===== src/rtl/fifo_pkg.sv =====
// -----------------------------------------------------------------------------
// fifo_pkg
// Shared helpers for the streaming FIFO: pointer width, a constant-foldable
// ceiling log2, and the default almost-full / almost-empty thresholds.
// -----------------------------------------------------------------------------
package fifo_pkg;

   localparam int DEFAULT_ADDR_LENGTH = 4;
   localparam int DEFAULT_PTR_WIDTH   = DEFAULT_ADDR_LENGTH + 1;

   // Ceiling log2, usable in constant expressions.
   function automatic int clog2(input int value);
      int result;
      result = 0;
      for (int v = value - 1; v > 0; v = v >> 1) begin
         result++;
      end
      return result;
   endfunction

   // Pointers carry one extra wrap bit above the address.
   function automatic int ptr_width(input int addr_length);
      return addr_length + 1;
   endfunction

   // Almost-full by default one word before full.
   function automatic int default_almost_full_level(input int addr_length);
      return (1 << addr_length) - 1;
   endfunction

   // Almost-empty by default with at most one word left.
   function automatic int default_almost_empty_level();
      return 1;
   endfunction

endpackage


===== src/rtl/fifo_stream_mem.sv =====
// -----------------------------------------------------------------------------
// fifo_stream_mem
// Dual-port storage array: synchronous write port, asynchronous read port.
// Contents are deliberately not reset.
//   i_clk      write clock
//   i_wr_en    write strobe
//   i_wr_addr  write address
//   i_wr_data  write data
//   i_rd_addr  read address
//   o_rd_data  read data (combinational)
// -----------------------------------------------------------------------------
module fifo_stream_mem #(
   parameter int ADDR_LENGTH = 4,
   parameter int WORD_LENGTH = 8
) (
   input  logic                   i_clk,
   input  logic                   i_wr_en,
   input  logic [ADDR_LENGTH-1:0] i_wr_addr,
   input  logic [WORD_LENGTH-1:0] i_wr_data,
   input  logic [ADDR_LENGTH-1:0] i_rd_addr,
   output logic [WORD_LENGTH-1:0] o_rd_data
);

   localparam int DEPTH = 1 << ADDR_LENGTH;

   logic [WORD_LENGTH-1:0] mem [DEPTH];

   always_ff @(posedge i_clk) begin
      if (i_wr_en) begin
         mem[i_wr_addr] <= i_wr_data;
      end
   end

   assign o_rd_data = mem[i_rd_addr];

endmodule


===== src/rtl/fifo_stream.sv =====
// -----------------------------------------------------------------------------
// fifo_stream
// First-word-fall-through FIFO with valid/ready on both sides, occupancy
// count, programmable almost-full/almost-empty flags and synchronous flush.
//   i_clk, i_reset_n        clock, asynchronous active-low reset
//   i_flush                 synchronous clear, overrides push and pop
//   i_data_in, i_data_in_valid, o_ready_in       write side
//   o_data_out, o_data_out_valid, i_ready_out    read side (FWFT head word)
//   o_count                 words stored, 0..DEPTH
//   o_full, o_empty, o_almost_full, o_almost_empty   registered status flags
// -----------------------------------------------------------------------------
module fifo_stream
   import fifo_pkg::*;
#(
   parameter int ADDR_LENGTH        = DEFAULT_ADDR_LENGTH,
   parameter int WORD_LENGTH        = 8,
   parameter int ALMOST_FULL_LEVEL  = default_almost_full_level(ADDR_LENGTH),
   parameter int ALMOST_EMPTY_LEVEL = default_almost_empty_level()
) (
   input  logic                   i_clk,
   input  logic                   i_reset_n,
   input  logic                   i_flush,
   input  logic [WORD_LENGTH-1:0] i_data_in,
   input  logic                   i_data_in_valid,
   output logic                   o_ready_in,
   output logic [WORD_LENGTH-1:0] o_data_out,
   output logic                   o_data_out_valid,
   input  logic                   i_ready_out,
   output logic [ADDR_LENGTH:0]   o_count,
   output logic                   o_full,
   output logic                   o_empty,
   output logic                   o_almost_full,
   output logic                   o_almost_empty
);

   localparam int PTR_W = ptr_width(ADDR_LENGTH);
   localparam int DEPTH = 1 << ADDR_LENGTH;
   localparam logic [PTR_W-1:0] DEPTH_C = PTR_W'(DEPTH);
   localparam logic [PTR_W-1:0] AF_C    = PTR_W'(ALMOST_FULL_LEVEL);
   localparam logic [PTR_W-1:0] AE_C    = PTR_W'(ALMOST_EMPTY_LEVEL);
   localparam logic [PTR_W-1:0] ONE_C   = PTR_W'(1);

   if (ADDR_LENGTH < 1 || ADDR_LENGTH > 12 || clog2(DEPTH) != ADDR_LENGTH) begin : g_bad_addr
      $error("fifo_stream: ADDR_LENGTH must be in 1..12");
   end
   if (WORD_LENGTH < 1) begin : g_bad_word
      $error("fifo_stream: WORD_LENGTH must be >= 1");
   end
   if (ALMOST_FULL_LEVEL < 1 || ALMOST_FULL_LEVEL > DEPTH) begin : g_bad_af
      $error("fifo_stream: ALMOST_FULL_LEVEL must be in 1..DEPTH");
   end
   if (ALMOST_EMPTY_LEVEL < 0 || ALMOST_EMPTY_LEVEL > DEPTH - 1) begin : g_bad_ae
      $error("fifo_stream: ALMOST_EMPTY_LEVEL must be in 0..DEPTH-1");
   end

   logic [PTR_W-1:0]       wptr;
   logic [PTR_W-1:0]       rptr;
   logic [PTR_W-1:0]       count;
   logic [PTR_W-1:0]       count_nxt;
   logic                   full_q;
   logic                   empty_q;
   logic                   almost_full_q;
   logic                   almost_empty_q;
   logic                   push;
   logic                   pop;
   logic [WORD_LENGTH-1:0] rd_data;

   // Flush masks both handshakes, so a flush cycle never moves data.
   assign o_ready_in       = !full_q  && !i_flush;
   assign o_data_out_valid = !empty_q && !i_flush;
   assign push             = i_data_in_valid && o_ready_in;
   assign pop              = o_data_out_valid && i_ready_out;

   always_comb begin
      count_nxt = count;
      if (i_flush) begin
         count_nxt = '0;
      end else if (push && !pop) begin
         count_nxt = count + ONE_C;
      end else if (pop && !push) begin
         count_nxt = count - ONE_C;
      end
   end

   // Flags are registered from the next count so they change cleanly at the
   // edge instead of rippling through a comparator after it.
   always_ff @(posedge i_clk or negedge i_reset_n) begin
      if (!i_reset_n) begin
         wptr           <= '0;
         rptr           <= '0;
         count          <= '0;
         full_q         <= 1'b0;
         empty_q        <= 1'b1;
         almost_full_q  <= 1'b0;
         almost_empty_q <= 1'b1;
      end else begin
         if (i_flush) begin
            wptr <= '0;
            rptr <= '0;
         end else begin
            if (push) wptr <= wptr + ONE_C;
            if (pop)  rptr <= rptr + ONE_C;
         end
         count          <= count_nxt;
         full_q         <= (count_nxt == DEPTH_C);
         empty_q        <= (count_nxt == '0);
         almost_full_q  <= (count_nxt >= AF_C);
         almost_empty_q <= (count_nxt <= AE_C);
      end
   end

   fifo_stream_mem #(
      .ADDR_LENGTH (ADDR_LENGTH),
      .WORD_LENGTH (WORD_LENGTH)
   ) u_mem (
      .i_clk     (i_clk),
      .i_wr_en   (push),
      .i_wr_addr (wptr[ADDR_LENGTH-1:0]),
      .i_wr_data (i_data_in),
      .i_rd_addr (rptr[ADDR_LENGTH-1:0]),
      .o_rd_data (rd_data)
   );

   // Stale array contents never leak out while empty.
   assign o_data_out     = empty_q ? '0 : rd_data;
   assign o_count        = count;
   assign o_full         = full_q;
   assign o_empty        = empty_q;
   assign o_almost_full  = almost_full_q;
   assign o_almost_empty = almost_empty_q;

`ifndef SYNTHESIS
   // Count must never exceed DEPTH and must track the pointer distance.
   a_count_range : assert property (@(posedge i_clk) disable iff (!i_reset_n)
      (count <= DEPTH_C) && (count == PTR_W'(wptr - rptr)));
`endif

endmodule


===== config.mk =====
export PLATFORM = sky130hd
export DESIGN_NAME = fifo_stream
export DESIGN_NICKNAME = d
export VERILOG_FILES = /design/src/rtl/fifo_pkg.sv /design/src/rtl/fifo_stream_mem.sv /design/src/rtl/fifo_stream.sv
export SDC_FILE = /design/constraint.sdc
export NUM_CORES = 1
export LEC_CHECK = 0
export ABC_AREA = 0
export CORE_MARGIN = 1
export CORE_UTILIZATION = 43
export DETAILED_ROUTE_END_ITERATION = 8
export GPL_TIMING_DRIVEN = 0
export MAX_ROUTING_LAYER = met4
export PLACE_DENSITY = 0.6
export SYNTH_ARGS = -nofsm -noshare
export SYNTH_HDL_FRONTEND = slang
export SYNTH_SLANG_ARGS = --single-unit

===== constraint.sdc =====
create_clock -name i_clk -period 1.8 [get_ports i_clk]
set_input_delay 0.36 -clock i_clk [delete_from_list [all_inputs] [get_ports i_clk]]
set_output_delay 0.36 -clock i_clk [all_outputs]
set_load 0.01 [all_outputs]

==> flow_metrics.tcl <==
set metrics [dict create \
    path_class "reg -> out" \
    critPathLaunchType "flip-flop" \
    avgSynthCellArea_um2 18.9 \
    worst_slew_pin_slew_ns 0.814 \
    hold_slack_ns 0.411 \
    critPathMaxFanout 6 \
    synth_top_area_cell "edfxtp_1" \
    final_nets 413 \
    drive_above_1_share 0.397 \
    violations "setup timing" \
    setup_viol 11 \
    slew_violations 0 \
    dieWidth_um 120 \
    vias 3140 \
    final_cell_mix "edfxtp_1, mux4_2, clkbuf_16, buf_4, clkdlybuf4s50_1" \
    viasPerCell 5.39 \
    grt_pass1_wl_um 19500 \
    ys_seq_elements 145 \
    start_util 0.447 \
    fin_crit_sh 1.40 \
    grt_util_all_layers 0.200 \
    numCtsBuffers 17 \
    fmax_ghz 0.398 \
    rows 42 \
    stdcell_count 583 \
    rr_startpoint "o_empty" \
    numPortBuffers 31 \
    hold_viol 0 \
    cts_tree "built" \
    boundaryPins 32 \
    p_per_area_mw_per_mm2 1260 \
    max-slew-margin-rel 0.456 \
    finalSetupTns_ns -5.72 \
    post_drt_wl_per_cell_um 21.6 \
    pre_cts_ws_ns -1.07 \
    grt_max_degree 18 \
    dpl.hpwl_um 7790 \
    clkTransAtPathRegs_ns 0.05 \
    finalWorstSetupSlack_ns -0.711 \
    insertion_delay_ns 0.42 \
    die_h_um 120 \
    hp-class "in -> async" \
    synth_nets 338 \
    h-tree-depth 4 \
    synth_area_mm2 0.00599 \
    nFillCells 1048 \
    drt_pass1_iterations 4 \
    peakVddDrop_v 0.000687 \
    layout_commonest_cell "edfxtp_1" \
    finClkSkew_ns 0.0110 \
    rsz0062_at_grt "true" \
    first_iter_violations 265 \
    core_mm2 0.0134 \
    reg2regPathDepth 7 \
    route.detailed.drc 0 \
    maxCapViolCount 0 \
    drt-total-wl_um 12600 \
    yosys.area.top_type_share 0.641 \
    placed_cells 525 \
    overflow 0 \
    synth_area_leaders "edfxtp_1, mux4_2, dfrtp_1" \
    clock_path_buffers 2 \
    cp.arrival_ns 2.15 \
    rrSetupSlack_ns -0.08 \
    synth-seq-area-share 0.713 \
    yosys_warnings 0 \
    grt_pass1_vias 3274 \
    min_period_ns 2.51 \
    clock-sinks 145 \
    hold_buffers 0 \
    r2r-end "o_empty" \
    status "finished, violations left" \
    syn2layout_area_growth_pct 27.1 \
    antenna_left 0 \
    antenna_found_initial 1 \
    yosys.cell_types.count 43 \
    gp_congestion 0.824 \
    leakage_nw 2.63 \
    die_area_mm2 0.0144 \
    cp.required_ns 1.44 \
    syn_inst 318 \
    endpoint_kind "primary output" \
    root_buffer "clkbuf_16" \
]
worst max-delay path by stage:
stage | startpoint | cells after the start | to | slack, ns
after floorplan | rptr[0] | 5 | o_data_out[0] | 0.01
after global placement | rptr[1] | 5 | o_data_out[0] | -1.00
after detailed placement | rptr[1] | 5 | o_data_out[3] | -1.07
after CTS | rptr[0] | 8 | o_data_out[5] | -0.78
after global routing | rptr[0] | 7 | o_data_out[7] | -0.79
final | rptr[0] | 7 | o_data_out[4] | -0.71
cells in the mapped netlist (all sizes together):
library cell	number
xnor2	5
inv	5
nand2b	3
dfstp	2
nor2b	4
and4	1
nand2	9
a21oi	3
edfxtp	128
xor2	4
nand4	2
nor3b	2
a31o	1
o21ai	2
nor4	2
nor3	3
nand3	3
buf	11
ha	7
mux4	32
and2	16
nor4b	2
o31a	1
a221o	1
nor2	13
and3b	1
a21boi	2
a31oi	1
clkbuf	6
mux2	2
o31ai	1
or2	1
dfrtp	15
and3	1
o22ai	9
mux2i	16
a22oi	1
critical path: stages (launching register included):
cell     delay, ns
dfrtp_1       0.37
buf_8         0.15
buf_12        0.12
buf_16        0.12
mux4_2        0.48
mux2i_1       0.18
o22ai_1       0.13
buf_2         0.18
flip-flops by register name, summed over array words and instances, names as in the netlist:
register,count
o_almost_full,1
rptr,4
u_mem.mem,128
o_almost_empty,1
o_full,1
o_count,5
wptr,4
o_empty,1
cells by family (layout without fill, tap and decap cells):
kind of cell | Yosys count | after routing | synth area share
flops | 145 | 145 | 0.713
other cells | 0 | 1 | 0
xor+xnor | 9 | 9 | 0.0131
mux | 50 | 50 | 0.152
simple gates | 63 | 63 | 0.0651
fa+ha+maj | 7 | 7 | 0.0146
buf+inv | 22 | 110 | 0.0175
compound gates | 22 | 22 | 0.0250
final cells by class:
| type | instances | area [um2] | area share |
|---|---|---|---|
| antenna | 1 | 2.50 | 0.000328 |
| buffer | 14 | 130 | 0.0171 |
| clock buffer | 29 | 562 | 0.0737 |
| clock inverter | 3 | 40.0 | 0.00525 |
| inverter | 5 | 18.8 | 0.00246 |
| multi-input combinational | 151 | 1790 | 0.235 |
| sequential | 145 | 4280 | 0.561 |
| tap | 176 | 220 | 0.0289 |
| timing repair buffer | 59 | 576 | 0.0755 |
power by group:
part           internal, W  switching [W]  total (W)
clock network      0.00224        0.00125    0.00349
logic              0.00124        0.00102    0.00226
registers          0.00379      0.0000822    0.00387
total              0.00727        0.00235    0.00961
routing by layer:
metal | vias up | part of all wire | track usage
met1 | 1609 | 0.45 | 0.258
met4 | 0 | 0.022 | 0.0859
met3 | 20 | 0.045 | 0.0528
met5 | - | 0 | -
met2 | 95 | 0.49 | 0.299
li1 | 1416 | - | -
through the flow:
| stage | total power (W) | instance area [um2] | utilization |
|---|---|---|---|
| final | 0.00961 | 7620 | 0.569 |
| after floorplan | 0.00502 | 6020 | - |
| after global placement | 0.00562 | 6550 | 0.489 |
| after detailed placement | 0.00565 | 6550 | 0.489 |
| after CTS | 0.00963 | 7570 | 0.565 |
| after global routing | 0.00998 | 7620 | 0.569 |
what timing repair did:
item,CTS,global route
pin swaps,12,10
buffers inserted,19,8
setup endpoints to repair,147,120
gates cloned,2,0
gates resized for setup,109,21
Power figures use the tool's default switching activity.
